### src/rtl/cpu_pkg.sv
// cpu_pkg: shared opcode encodings and flag type for the CPU pipeline
package cpu_pkg;
    localparam logic [4:0] OP_ADD    = 5'b00000;
    localparam logic [4:0] OP_SUB    = 5'b00001;
    localparam logic [4:0] OP_AND    = 5'b00010;
    localparam logic [4:0] OP_OR     = 5'b00011;
    localparam logic [4:0] OP_XOR    = 5'b00100;
    localparam logic [4:0] OP_SLL    = 5'b00101;
    localparam logic [4:0] OP_SRL    = 5'b00110;
    localparam logic [4:0] OP_BRANCH = 5'b00111;
    localparam logic [4:0] OP_IMML   = 5'b01000;
    localparam logic [4:0] OP_IMMH   = 5'b01001;
    localparam logic [4:0] OP_LOAD   = 5'b01010;
    localparam logic [4:0] OP_STORE  = 5'b01011;
    localparam logic [4:0] OP_DBLOAD = 5'b01100;
    localparam logic [4:0] OP_DBST   = 5'b01101;

    typedef struct packed {
        logic n;
        logic v;
        logic z;
    } nvz_t;
endpackage

### src/rtl/execute_stage_alu16.sv
// alu16: combinational 16-bit ALU producing result and N/V/Z candidates
module alu16
    import cpu_pkg::*;
(
    input  logic [4:0]  op,
    input  logic [15:0] a,
    input  logic [15:0] b,
    input  logic [15:0] imm,
    output logic [15:0] result,
    output nvz_t        flags
);
    // Operation select, then flags derived from the truncated result
    always_comb begin
        result = '0;
        case (op)
            OP_ADD:    result = a + b;
            OP_SUB:    result = a - b;
            OP_AND:    result = a & b;
            OP_OR:     result = a | b;
            OP_XOR:    result = a ^ b;
            OP_SLL:    result = a << b[3:0];
            OP_SRL:    result = a >> b[3:0];
            OP_IMML:   result = {a[15:8], imm[7:0]};
            OP_IMMH:   result = {imm[15:8], a[7:0]};
            OP_LOAD, OP_STORE, OP_DBLOAD, OP_DBST: result = a + imm;
            default:   result = '0;
        endcase
        flags.n = result[15];
        flags.z = (result == '0);
        flags.v = (op == OP_ADD) ? (a[15] == b[15]) && (result[15] != a[15]) :
                  (op == OP_SUB) ? (a[15] != b[15]) && (result[15] != a[15]) : 1'b0;
    end
endmodule

### src/rtl/execute_stage.sv
// execute_stage: operand forwarding, ALU, NVZ flag register and EX/MEM pipeline registers
module execute_stage
    import cpu_pkg::*;
#(
    parameter int DATA_W = 16,
    parameter int REG_AW = 4
) (
    input  logic              clk,
    input  logic              rst_n,
    input  logic              iStall,
    input  logic [4:0]        iOpcode,
    input  logic [DATA_W-1:0] iImm,
    input  logic [REG_AW-1:0] iSr1,
    input  logic [REG_AW-1:0] iSr2,
    input  logic [DATA_W-1:0] iData1,
    input  logic [DATA_W-1:0] iData2,
    input  logic              iAlutoReg,
    input  logic              iMemtoReg,
    input  logic              iBustoReg,
    input  logic [REG_AW-1:0] iWriteBackAddr,
    input  logic              iALUSrc,
    input  logic              iMemRead,
    input  logic              iMemWrite,
    input  logic              iBusWrite,
    input  logic              iWb_en,
    input  logic [REG_AW-1:0] iWbAddr,
    input  logic [DATA_W-1:0] iWbData,
    output logic [2:0]        oNVZ,
    output logic [DATA_W-1:0] oResult,
    output logic [DATA_W-1:0] oStoreData,
    output logic              oAlutoReg,
    output logic              oMemtoReg,
    output logic              oBustoReg,
    output logic [REG_AW-1:0] oWriteBackAddr,
    output logic              oMemRead,
    output logic              oMemWrite,
    output logic              oBusWrite
);
    logic [DATA_W-1:0] op1, op2, alu_result;
    nvz_t              alu_flags, flags;
    logic              bubble, branch, set_flags;

    // Forwarding priority: r0, then the EX result (newest), then MEM/WB, then the register file
    assign op1 = (iSr1 == '0) ? '0 :
                 (oAlutoReg && oWriteBackAddr == iSr1) ? oResult :
                 (iWb_en && iWbAddr == iSr1) ? iWbData : iData1;
    assign op2 = (iSr2 == '0) ? '0 :
                 (oAlutoReg && oWriteBackAddr == iSr2) ? oResult :
                 (iWb_en && iWbAddr == iSr2) ? iWbData : iData2;

    assign bubble    = iOpcode > OP_DBST;
    assign branch    = iOpcode == OP_BRANCH;
    assign set_flags = iOpcode <= OP_SRL;
    assign oNVZ      = flags;

    alu16 u_alu (
        .op     (iOpcode),
        .a      (op1),
        .b      (op2),
        .imm    (iImm),
        .result (alu_result),
        .flags  (alu_flags)
    );

    // EX/MEM registers and flags; unknown opcodes become bubbles, branches never write back
    always_ff @(posedge clk or negedge rst_n) begin
        if (!rst_n) begin
            flags          <= '0;
            oResult        <= '0;
            oStoreData     <= '0;
            oAlutoReg      <= 1'b0;
            oMemtoReg      <= 1'b0;
            oBustoReg      <= 1'b0;
            oWriteBackAddr <= '0;
            oMemRead       <= 1'b0;
            oMemWrite      <= 1'b0;
            oBusWrite      <= 1'b0;
        end else if (!iStall) begin
            if (set_flags) flags <= alu_flags;
            oResult        <= alu_result;
            oStoreData     <= op2;
            oAlutoReg      <= iAlutoReg && !bubble && !branch;
            oMemtoReg      <= iMemtoReg && !bubble && !branch;
            oBustoReg      <= iBustoReg && !bubble && !branch;
            oWriteBackAddr <= bubble ? '0 : iWriteBackAddr;
            oMemRead       <= iMemRead && !bubble;
            oMemWrite      <= iMemWrite && !bubble;
            oBusWrite      <= iBusWrite && !bubble;
        end
    end
endmodule

### config.mk
export PLATFORM = sky130hd
export DESIGN_NAME = execute_stage
export DESIGN_NICKNAME = d
export VERILOG_FILES = /design/src/rtl/cpu_pkg.sv /design/src/rtl/execute_stage_alu16.sv /design/src/rtl/execute_stage.sv
export SDC_FILE = /design/constraint.sdc
export NUM_CORES = 1
export LEC_CHECK = 0
export ABC_AREA = 1
export CAP_MARGIN = 30
export CORE_MARGIN = 10
export CORE_UTILIZATION = 48
export CTS_CLUSTER_DIAMETER = 30
export DETAILED_ROUTE_END_ITERATION = 16
export PLACE_DENSITY = 0.76
export SETUP_SLACK_MARGIN = 0.02
export SKIP_LAST_GASP = 1
export SLEW_MARGIN = 20
export SYNTH_ARGS = -nofsm -noshare
export SYNTH_HDL_FRONTEND = slang
export SYNTH_SLANG_ARGS = --single-unit
### constraint.sdc
create_clock -name clk -period 3.9 [get_ports clk]
set_input_delay 0.585 -clock clk [delete_from_list [all_inputs] [get_ports clk]]
set_output_delay 0.585 -clock clk [all_outputs]
set_load 0.005 [all_outputs]
==> flow_summary_export.csv, run 1 <==
group,metric,value,unit
outcome,outcome,"finished, violations left",
outcome,violations,"negative setup slack",
sta,fmax,232,MHz
cts,cts-root-buf,"clkbuf_16",
global_routing,grt-ovfl-total,0,
route,drt_iter0_drc,1310,
finish,areaGrowthSynthToFinish,61.4,%
placement,portBuffers,139,
finish,seqCellArea,1130,um2
sta,max_slew.worst_pin.slew,643,ps
floorplanning,row_count,43,
synthesis,synth_top_area_frac,0.164,
job,cap_violations,0,
synthesis,syn_area,6850,um2
setup_path,r2r_setup_slack,-400,ps
cts,clockBufferDepth,2,
cts,cts_sinks,45,
cts,clock_latency,310,ps
synthesis,yosys_most_used_dff,"dfrtp_1",
floorplanning,ioPinCount,141,
synthesis,synth_top_area_cell,"dfrtp_1",
global_routing,grt_max_degree,38,
floorplanning,initial_core_util,0.492,
setup_path,cp_slowest_cell,"ha_1",
sta,setup-tns-final,-2440,ps
sta,period_needed,4310,ps
finish,final_cell_count_no_fill,1683,
synthesis,synth_edf_count,0,
synthesis,async_flop_share,1.00,
route,vias_per_cell,5.95,
cts,h-tree-depth,2,
sta,finalCritPeriodShare,1.11,
floorplanning,core_area,13900,um2
worst_hold_path,hold_class,"in2async",
setup_path,max_stage_delay,320,ps
route,wl_per_cell,21.1,um
setup_path,critPathArrivalTime,4560,ps
setup_path,cpMostUsedCell,"nor2_4",
setup_path,critPathKind,"in2reg",
synthesis,yosysMostFrequentCell,"nand2_1",
placement,post-place-ws,-1280,ps
finish,finalInstanceArea,11100,um2
finish,nets,1649,
setup_path,cp-end-kind,"flip-flop",
placement,dpl_cell_area,9880,um2
floorplanning,die_h,139,um
power,p_leak,0.00545,uW
route,route.detailed.drc,0,
setup_path,worst_setup_path_start_kind,"input port",
setup_path,cp_max_fo,5,
global_routing,grt_pass1_vias,8996,
placement,dp.cells,1628,
sta,slew_violations,0,
sta,finalHoldViolCount,0,
floorplanning,die_w,139,um
power,p_per_area,270,nW/um2
cts,clk_pin_slew,80,ps
finish,antennaDiodeCount,0,
synthesis,syn_inst,1129,
route,first_pass_iters,8,
finish,drive_above_1_share,0.328,
sta,skew,11.0,ps
synthesis,synth_cell_types,55,
floorplanning,dieArea,19500,um2
sta,setup_viol,10,
synthesis,ys_warn_count,0,
synthesis,synthTopCellsByCount,"nand2_1 (290), nor2_1 (152), nand3_1 (134), inv_1 (91), o21ai_0 (64)",
finish,multiInputGateArea,5590,um2
global_routing,antenna_found_initial,0,
synthesis,synth.area.top_cells,"dfrtp_1 (16%), nand2_1 (16%), nand3_1 (9.8%), ha_1 (9.1%), nor2_1 (8.3%)",
synthesis,ys_seq_area_frac,0.164,
global_routing,gr-usage-all-layers,0.323,
power,peakVddDrop,259,uV
placement,gp_congestion,1.04,
finish,fillerInstances,1015,
route,dr_total_vias,10008,
sta,setup_ws,-410,ps
sta,rsz0062_at_grt,"yes",
synthesis,synth_nets,1276,
cts,cts_buffers,5,
setup_path,worstPathRequired,4150,ps
sta,timing.slew.headroom,0.571,
finish,final_util,0.793,
cts,cts_tree,"done",
route,drtAntennaViolNets,0,
route,wl,35500,um
cts,hold_buffers,0,
placement,post-dp-hpwl,25900,um
global_routing,grt_pass1_wl,50900,um
synthesis,avgSynthCellArea,6.07,um2
synthesis,synth_seq_cells,45,
[state kept, by name, indices dropped and copies added, names as in the netlist]
name,flops
oAlutoReg,1
oBusWrite,1
oBustoReg,1
oMemRead,1
oMemWrite,1
oMemtoReg,1
oNVZ,3
oResult,16
oStoreData,16
oWriteBackAddr,4
[final timing paths]
kind,end,from,cells past startpoint
min,oStoreData[1]$_DFFE_PN0N_,rst_n,1
max reg2reg,oNVZ[0]$_DFFE_PN0P_,oWriteBackAddr[3]$_DFFE_PN0N_,33
max in group asynchronous,oResult[3]$_DFFE_PN0N_,rst_n,2
min in group clk,oStoreData[11]$_DFFE_PN0N_,oStoreData[11]$_DFFE_PN0N_,2
max,oNVZ[0]$_DFFE_PN0P_,iWbAddr[3],34
min reg2reg,oStoreData[11]$_DFFE_PN0N_,oStoreData[11]$_DFFE_PN0N_,2
[critical path: cells and delay by family]
kind	cells	cell delay, ps
buffers and inverters	8	940
xor gates and xnor gates	1	190
AOI/OAI and AO/OA	5	730
and+or+nand+nor	19	1770
adders and majority gates	1	320
[cell type report]
| type | count | area share |
|---|---|---|
| Tap cell | 180 | 0.0204 |
| Multi-Input combinational cell | 929 | 0.506 |
| Clock buffer | 5 | 0.0113 |
| Clock inverter | 3 | 0.00453 |
| Inverter | 107 | 0.0374 |
| Timing Repair Buffer | 414 | 0.319 |
| Sequential cell | 45 | 0.102 |
[report_power, final]
group | internal [uW] | switching (uW)
logic | 860 | 1000
clock network | 309 | 230
registers | 524 | 58.9
total | 1690 | 1290
[logic make-up after synthesis]
family,after synthesis,synth area share
XOR/XNOR,7,0.00895
flip-flops,45,0.164
adder cells (fa/ha/maj),51,0.0942
buffers and inverters,156,0.105
multiplexers,1,0.00146
AO/OA/AOI/OAI,172,0.151
AND/OR/NAND/NOR,697,0.475
[per-stage QoR]
stage	hold WS (ps)	power, uW
final	294	2990
after global routing	312	3130
after CTS	296	2730
after detailed placement	472	2100
after global placement	465	2090
after floorplan	289	1310
[what timing repair did]
item,CTS,global route
resized for setup,108,112
hold endpoints to repair,0,0
setup endpoints to repair,18,17
buffers inserted,27,23
gates cloned,1,1
pin swaps,63,94
[cell usage in the layout (no fill, tap or decap), types with 22 or more instances in the layout]
| master | synthesis | routed |
|---|---|---|
| o21ai_0 | 64 | 50 |
| buf_4 | 3 | 255 |
| a21oi_1 | 40 | 22 |
| nand2_2 | 37 | 53 |
| nand4_1 | 37 | 37 |
| dfrtp_1 | 45 | 45 |
| ha_1 | 50 | 46 |
| inv_1 | 91 | 81 |
| nand3_1 | 134 | 127 |
| nand2_1 | 290 | 260 |
| nor2_1 | 152 | 133 |
| clkdlybuf4s50_1 | 0 | 124 |
[per-layer routing]
layer | share of wire | wire length (um) | global-route usage | vias to the layer above
met4 | 0.050 | 1760 | 0.132 | 0
met5 | 0 | 0 | 0 | -
met2 | 0.45 | 16100 | 0.509 | 767
met3 | 0.12 | 4120 | 0.0660 | 141
met1 | 0.38 | 13600 | 0.419 | 4570
li1 | - | - | - | 4530
Power figures use the tool's default switching activity.
==> inputs of run 2 (changes only) <==
Settings changed: CTS_CLUSTER_SIZE set to 40, GPL_TIMING_DRIVEN set to 0.
==> flow_summary_export.csv, run 2 (same netlist as run 1, synthesis figures left out) <==
group,metric,value,unit
floorplanning,row_count,43,
setup_path,reg2reg_to,"oNVZ[0]$_DFFE_PN0P_",
sta,timing.slew.headroom,0.289,
cts,clock_latency,290,ps
cts,cts_sinks,45,
route,route.detailed.drc,0,
cts,cts_buffers,5,
global_routing,gr-usage-all-layers,0.307,
sta,slew_violations,0,
finish,final_common_cell,"nand2_1",
finish,final_cell_count_no_fill,1514,
sta,fmax,231,MHz
route,vias_per_cell,6.05,
global_routing,grt_max_degree,33,
setup_path,cp_slowest_cell,"dfrtp_1",
placement,post-dp-hpwl,25000,um
placement,dp.cells,1449,
setup_path,rr_worst_depth,37,
power,peakVddDrop,216,uV
power,power,2650,uW
sta,setup_viol,8,
global_routing,grt_pass1_wl,47800,um
cts,cts-root-buf,"clkbuf_16",
placement,dpl_cell_area,8490,um2
floorplanning,initial_core_util,0.492,
finish,areaGrowthSynthToFinish,39.0,%
placement,gp_congestion,1.02,
job,cap_violations,0,
floorplanning,die_h,139,um
worst_hold_path,hold_class,"in2async",
setup_path,cp_top_family,"simple AND/OR/NAND/NOR gates",
floorplanning,die_w,139,um
global_routing,grt-ovfl-total,0,
finish,layout_common_cells,"nand2_1 (268), nor2_1 (137), nand3_1 (126), clkdlybuf4s50_1 (122), inv_1 (82)",
sta,setup_ws,-437,ps
floorplanning,ioPinCount,141,
sta,skew,9.10,ps
global_routing,grt_pass1_vias,8369,
finish,drive_above_1_share,0.214,
route,dr_total_vias,9166,
finish,reg_top3,"oResult (16), oStoreData (16), oWriteBackAddr (4)",
power,p_per_area,278,nW/um2
sta,max_slew.worst_pin.slew,1060,ps
finish,antennaDiodeCount,0,
floorplanning,dieArea,19500,um2
setup_path,cp_max_fo,7,
route,wl_per_cell,21.6,um
setup_path,cp-end-kind,"flip-flop",
setup_path,max_stage_delay,360,ps
setup_path,r2r_setup_slack,-440,ps
floorplanning,core_area,13900,um2
finish,finalInstanceArea,9520,um2
sta,finalHoldViolCount,0,
outcome,violations,"negative setup slack",
cts,clockBufferDepth,2,
global_routing,antenna_found_initial,2,
route,first_pass_iters,6,
placement,portBuffers,138,
sta,rsz0062_at_grt,"yes",
route,drt_iter0_drc,1096,
finish,nets,1480,
sta,finalCritPeriodShare,1.11,
outcome,outcome,"finished, violations left",
power,p_leak,0.00456,uW
route,wl,32700,um
setup_path,worstPathRequired,4130,ps
sta,period_needed,4340,ps
route,drtAntennaViolNets,0,
setup_path,critPathArrivalTime,4560,ps
cts,cts_tree,"done",
setup_path,cp_num_buf_inv,6,
cts,h-tree-depth,2,
setup_path,critPathKind,"reg2reg",
setup_path,timing.rr.start,"oWriteBackAddr[2]$_DFFE_PN0N_",
setup_path,worst_setup_path_start_kind,"flip-flop",
setup_path,cpMostUsedCell,"nand2_1",
cts,clk_pin_slew,70,ps
## run 2: cell count changes in the layout (fill, tap and decap cells not counted), sizes merged
cell,previous run,this run
buf,283,100
clkbuf,6,21
clkdlybuf4s50,124,122
bufinv,1,2
clkdlybuf4s15,1,2
clkdlybuf4s18,0,1
clkinvlp,1,0
nand3b,2,1
## run 2: cell type report
class | count | area (um2)
fillers | 1221 | 4420
multi-input cells | 928 | 5350
well taps | 180 | 225
clock inverters | 3 | 68.8
repair buffers | 200 | 1850
plain buffers | 46 | 364
inverters | 107 | 407
clock buffers | 5 | 125
flip-flops and latches | 45 | 1130
## run 2: how the worst max path moves through the flow
stage | slack, ps | end | depth (start not counted) | from
4_1_cts | -280 | oNVZ[0]$_DFFE_PN0P_ | 32 | oWriteBackAddr[1]$_DFFE_PN0N_
3_3_place_gp | -1560 | oNVZ[0]$_DFFE_PN0P_ | 26 | iOpcode[1]
6_report | -440 | oNVZ[0]$_DFFE_PN0P_ | 37 | oWriteBackAddr[2]$_DFFE_PN0N_
2_1_floorplan | 20 | oNVZ[1]$_DFFE_PN0P_ | 37 | iWbAddr[1]
5_1_grt | -650 | oNVZ[0]$_DFFE_PN0P_ | 36 | oWriteBackAddr[0]$_DFFE_PN0N_
3_5_place_dp | -1670 | oNVZ[0]$_DFFE_PN0P_ | 31 | iSr2[3]
## run 2: worst register-to-register path, delay by kind of cell, from the launching register on
kind                     cells  cell delay [ps]
AND/OR/NAND/NOR             24             2160
adder cells (fa/ha/maj)      1              330
buffers and inverters        6              630
flip-flops                   1              360
AO/OA/AOI/OAI                6              810
## run 2: repair_timing
| item | 4_1_cts | 5_1_grt |
|---|---|---|
| hold buffers | 0 | 0 |
| endpoints found under the hold margin | 0 | 0 |
| setup endpoints to repair | 18 | 14 |
| setup buffers | 44 | 16 |
| pin swaps | 62 | 38 |
| resized for setup | 144 | 38 |
## run 2: layer usage
| layer | global-route usage | routed length (um) |
|---|---|---|
| met1 | 0.384 | 12400 |
| met2 | 0.483 | 14600 |
| met3 | 0.0847 | 4160 |
| met4 | 0.131 | 1500 |
| met5 | 0 | 20 |
## run 2: where the power goes
part	internal (uW)	switching [uW]	total, uW
Sequential	524	61.6	586
Combinational	615	884	1500
Clock	370	192	562
Total	1510	1140	2650
## run 2: stage by stage
step	TNS, ps	hold WS [ps]	setup slack (ps)	utilization
floorplan	0	289	23.7	-
global placement	-17070	468	-1560	0.608
detailed placement	-18760	466	-1670	0.609
CTS	-1030	203	-282	0.666
global route	-4650	212	-652	0.683
finish	-2480	196	-437	0.683
==> inputs of run 3 (changes only) <==
Settings changed: CELL_PAD_IN_SITES_DETAIL_PLACEMENT set to 2, CELL_PAD_IN_SITES_GLOBAL_PLACEMENT set to 2, CORE_UTILIZATION 48 to 25.
==> flow_summary_export.csv, run 3 (same netlist as run 1, synthesis figures left out) <==
group,metric,value,unit
placement,dp.cells,1608,
power,p_leak,0.00462,uW
finish,areaGrowthSynthToFinish,46.3,%
outcome,violations,"negative setup slack",
global_routing,grt_pass1_vias,9762,
cts,clockBufferDepth,2,
sta,skew,15.6,ps
sta,timing.slew.headroom,0.380,
global_routing,gr-usage-all-layers,0.228,
global_routing,grt_max_degree,46,
outcome,outcome,"finished, violations left",
sta,setup_viol,11,
setup_path,cp_slowest_cell,"dfrtp_1",
floorplanning,row_count,60,
placement,gp_congestion,0.936,
route,vias_per_cell,5.42,
global_routing,antenna_found_initial,1,
power,swShare,0.459,
finish,reg_top3,"oResult (16), oStoreData (16), oWriteBackAddr (4)",
finish,nets,1481,
power,share_comb_of_total_power,0.597,
sta,rsz0062_at_grt,"yes",
sta,setup-tns-final,-2720,ps
floorplanning,die_w,186,um
power,power,2750,uW
setup_path,timing.rr.start,"oWriteBackAddr[2]$_DFFE_PN0N_",
global_routing,grt_pass1_wl,60300,um
route,first_pass_iters,4,
setup_path,reg2reg_to,"oNVZ[0]$_DFFE_PN0P_",
finish,layout_common_cells,"nand2_1 (263), nor2_1 (124), clkdlybuf4s50_1 (121), nand3_1 (120), inv_1 (74)",
route,wl_per_cell,24.4,um
sta,finalHoldViolCount,0,
cts,cts-root-buf,"clkbuf_16",
setup_path,rr_worst_depth,37,
power,switchingPower,1260,uW
floorplanning,dieArea,34400,um2
sta,max_slew.worst_pin.slew,927,ps
cts,clk_pin_slew,80,ps
cts,h-tree-depth,2,
cts,cts_buffers,5,
power,clockPowerShare,0.191,
setup_path,worst_setup_path_start_kind,"flip-flop",
floorplanning,initial_core_util,0.254,
setup_path,cp_max_fo,7,
global_routing,grt-ovfl-total,0,
finish,fillerInstances,3210,
power,p_seq_frac,0.212,
cts,clock_latency,300,ps
route,dr_total_vias,9082,
worst_hold_path,hold_class,"in2async",
cts,cts_sinks,45,
placement,post-dp-hpwl,31100,um
setup_path,critPathKind,"reg2reg",
setup_path,max_stage_delay,420,ps
setup_path,cp-end-kind,"flip-flop",
route,drt_iter0_drc,523,
power,peakVddDrop,176,uV
placement,post-place-ws,-2070,ps
setup_path,worstPathRequired,4100,ps
finish,final_cell_count_no_fill,1677,
finish,final_util,0.372,
setup_path,critPathArrivalTime,4590,ps
sta,slew_violations,0,
sta,period_needed,4390,ps
floorplanning,die_h,186,um
finish,final_common_cell,"nand2_1",
floorplanning,ioPinCount,141,
route,route.detailed.drc,0,
route,wl,40900,um
sta,fmax,228,MHz
job,cap_violations,0,
power,power.internal,1490,uW
route,drtAntennaViolNets,0,
floorplanning,core_area,27000,um2
setup_path,r2r_setup_slack,-490,ps
power,p_per_area,275,nW/um2
setup_path,cpMostUsedCell,"nand2_4",
placement,portBuffers,138,
sta,finalCritPeriodShare,1.13,
cts,cts_tree,"done",
sta,setup_ws,-491,ps
finish,drive_above_1_share,0.255,
-- run 3: cell count changes in the layout (fill, tap and decap cells not counted), sizes merged --
cell / before / now
buf: 100 / 98
bufinv: 2 / 1
clkbuf: 21 / 27
clkdlybuf4s15: 2 / 1
clkdlybuf4s18: 1 / 0
clkdlybuf4s50: 122 / 121
diode: 0 / 1
dlygate4sd2: 5 / 4
dlymetal6s2s: 0 / 1
inv: 105 / 106
-- run 3: what timing repair did --
action	4_1_cts	5_1_grt
resized for setup	122	157
hold buffers	0	0
setup buffers	39	23
cloned	0	0
pin swaps	49	91
endpoints found under the setup margin	18	18
-- run 3: stage by stage --
stage	hold slack, ps	instance area, um2
2_1_floorplan	289	6860
3_3_place_gp	465	8670
3_5_place_dp	472	8670
4_1_cts	333	9370
5_1_grt	357	10000
6_report	306	10000
-- run 3: power by group through the flow --
stage,clock (uW),sequential (uW),combinational [uW]
2_1_floorplan,0,580,731
3_3_place_gp,0,586,1290
3_5_place_dp,0,590,1330
4_1_cts,537,582,1450
5_1_grt,557,593,1780
6_report,525,584,1640
-- run 3: layer usage --
layer | wire [um] | vias to the layer above | global-route usage
met5 | 0 | - | 0
met4 | 862 | 0 | 0.0490
met3 | 1790 | 52 | 0.0222
met2 | 20300 | 234 | 0.408
met1 | 18000 | 4610 | 0.288
li1 | - | 4186 | -
-- run 3: area by class of cell --
| cell class | instances | area, um2 | share of cell area |
|---|---|---|---|
| multi-input combinational | 928 | 5620 | 0.561 |
| timing repair buffer | 200 | 1830 | 0.183 |
| sequential | 45 | 1130 | 0.112 |
| tap | 341 | 427 | 0.0426 |
| buffer | 47 | 423 | 0.0422 |
| inverter | 107 | 417 | 0.0416 |
| clock buffer | 5 | 125 | 0.0125 |
| clock inverter | 3 | 50.0 | 0.00499 |
| antenna | 1 | 2.50 | 0.000250 |
-- run 3: worst max-delay path by stage --
| stage | startpoint | endpoint | slack [ps] | cells after the start |
|---|---|---|---|---|
| floorplan | iWbAddr[1] | oNVZ[1]$_DFFE_PN0P_ | 20 | 37 |
| detailed placement | iSr2[3] | oNVZ[0]$_DFFE_PN0P_ | -2070 | 28 |
| global placement | iOpcode[1] | oNVZ[0]$_DFFE_PN0P_ | -1930 | 24 |
| CTS | oWriteBackAddr[2]$_DFFE_PN0N_ | oNVZ[0]$_DFFE_PN0P_ | -680 | 33 |
| global route | oWriteBackAddr[0]$_DFFE_PN0N_ | oNVZ[0]$_DFFE_PN0P_ | -710 | 34 |
| finish | oWriteBackAddr[2]$_DFFE_PN0N_ | oNVZ[0]$_DFFE_PN0P_ | -490 | 37 |
-- run 3: critical path: cells and delay by family, from the launching register on --
family	cells	cell delay [ps]
adder cells (fa/ha/maj)	1	280
AND/OR/NAND/NOR	20	1520
buffers and inverters	10	1160
flip-flops	1	420
AO/OA/AOI/OAI	6	890
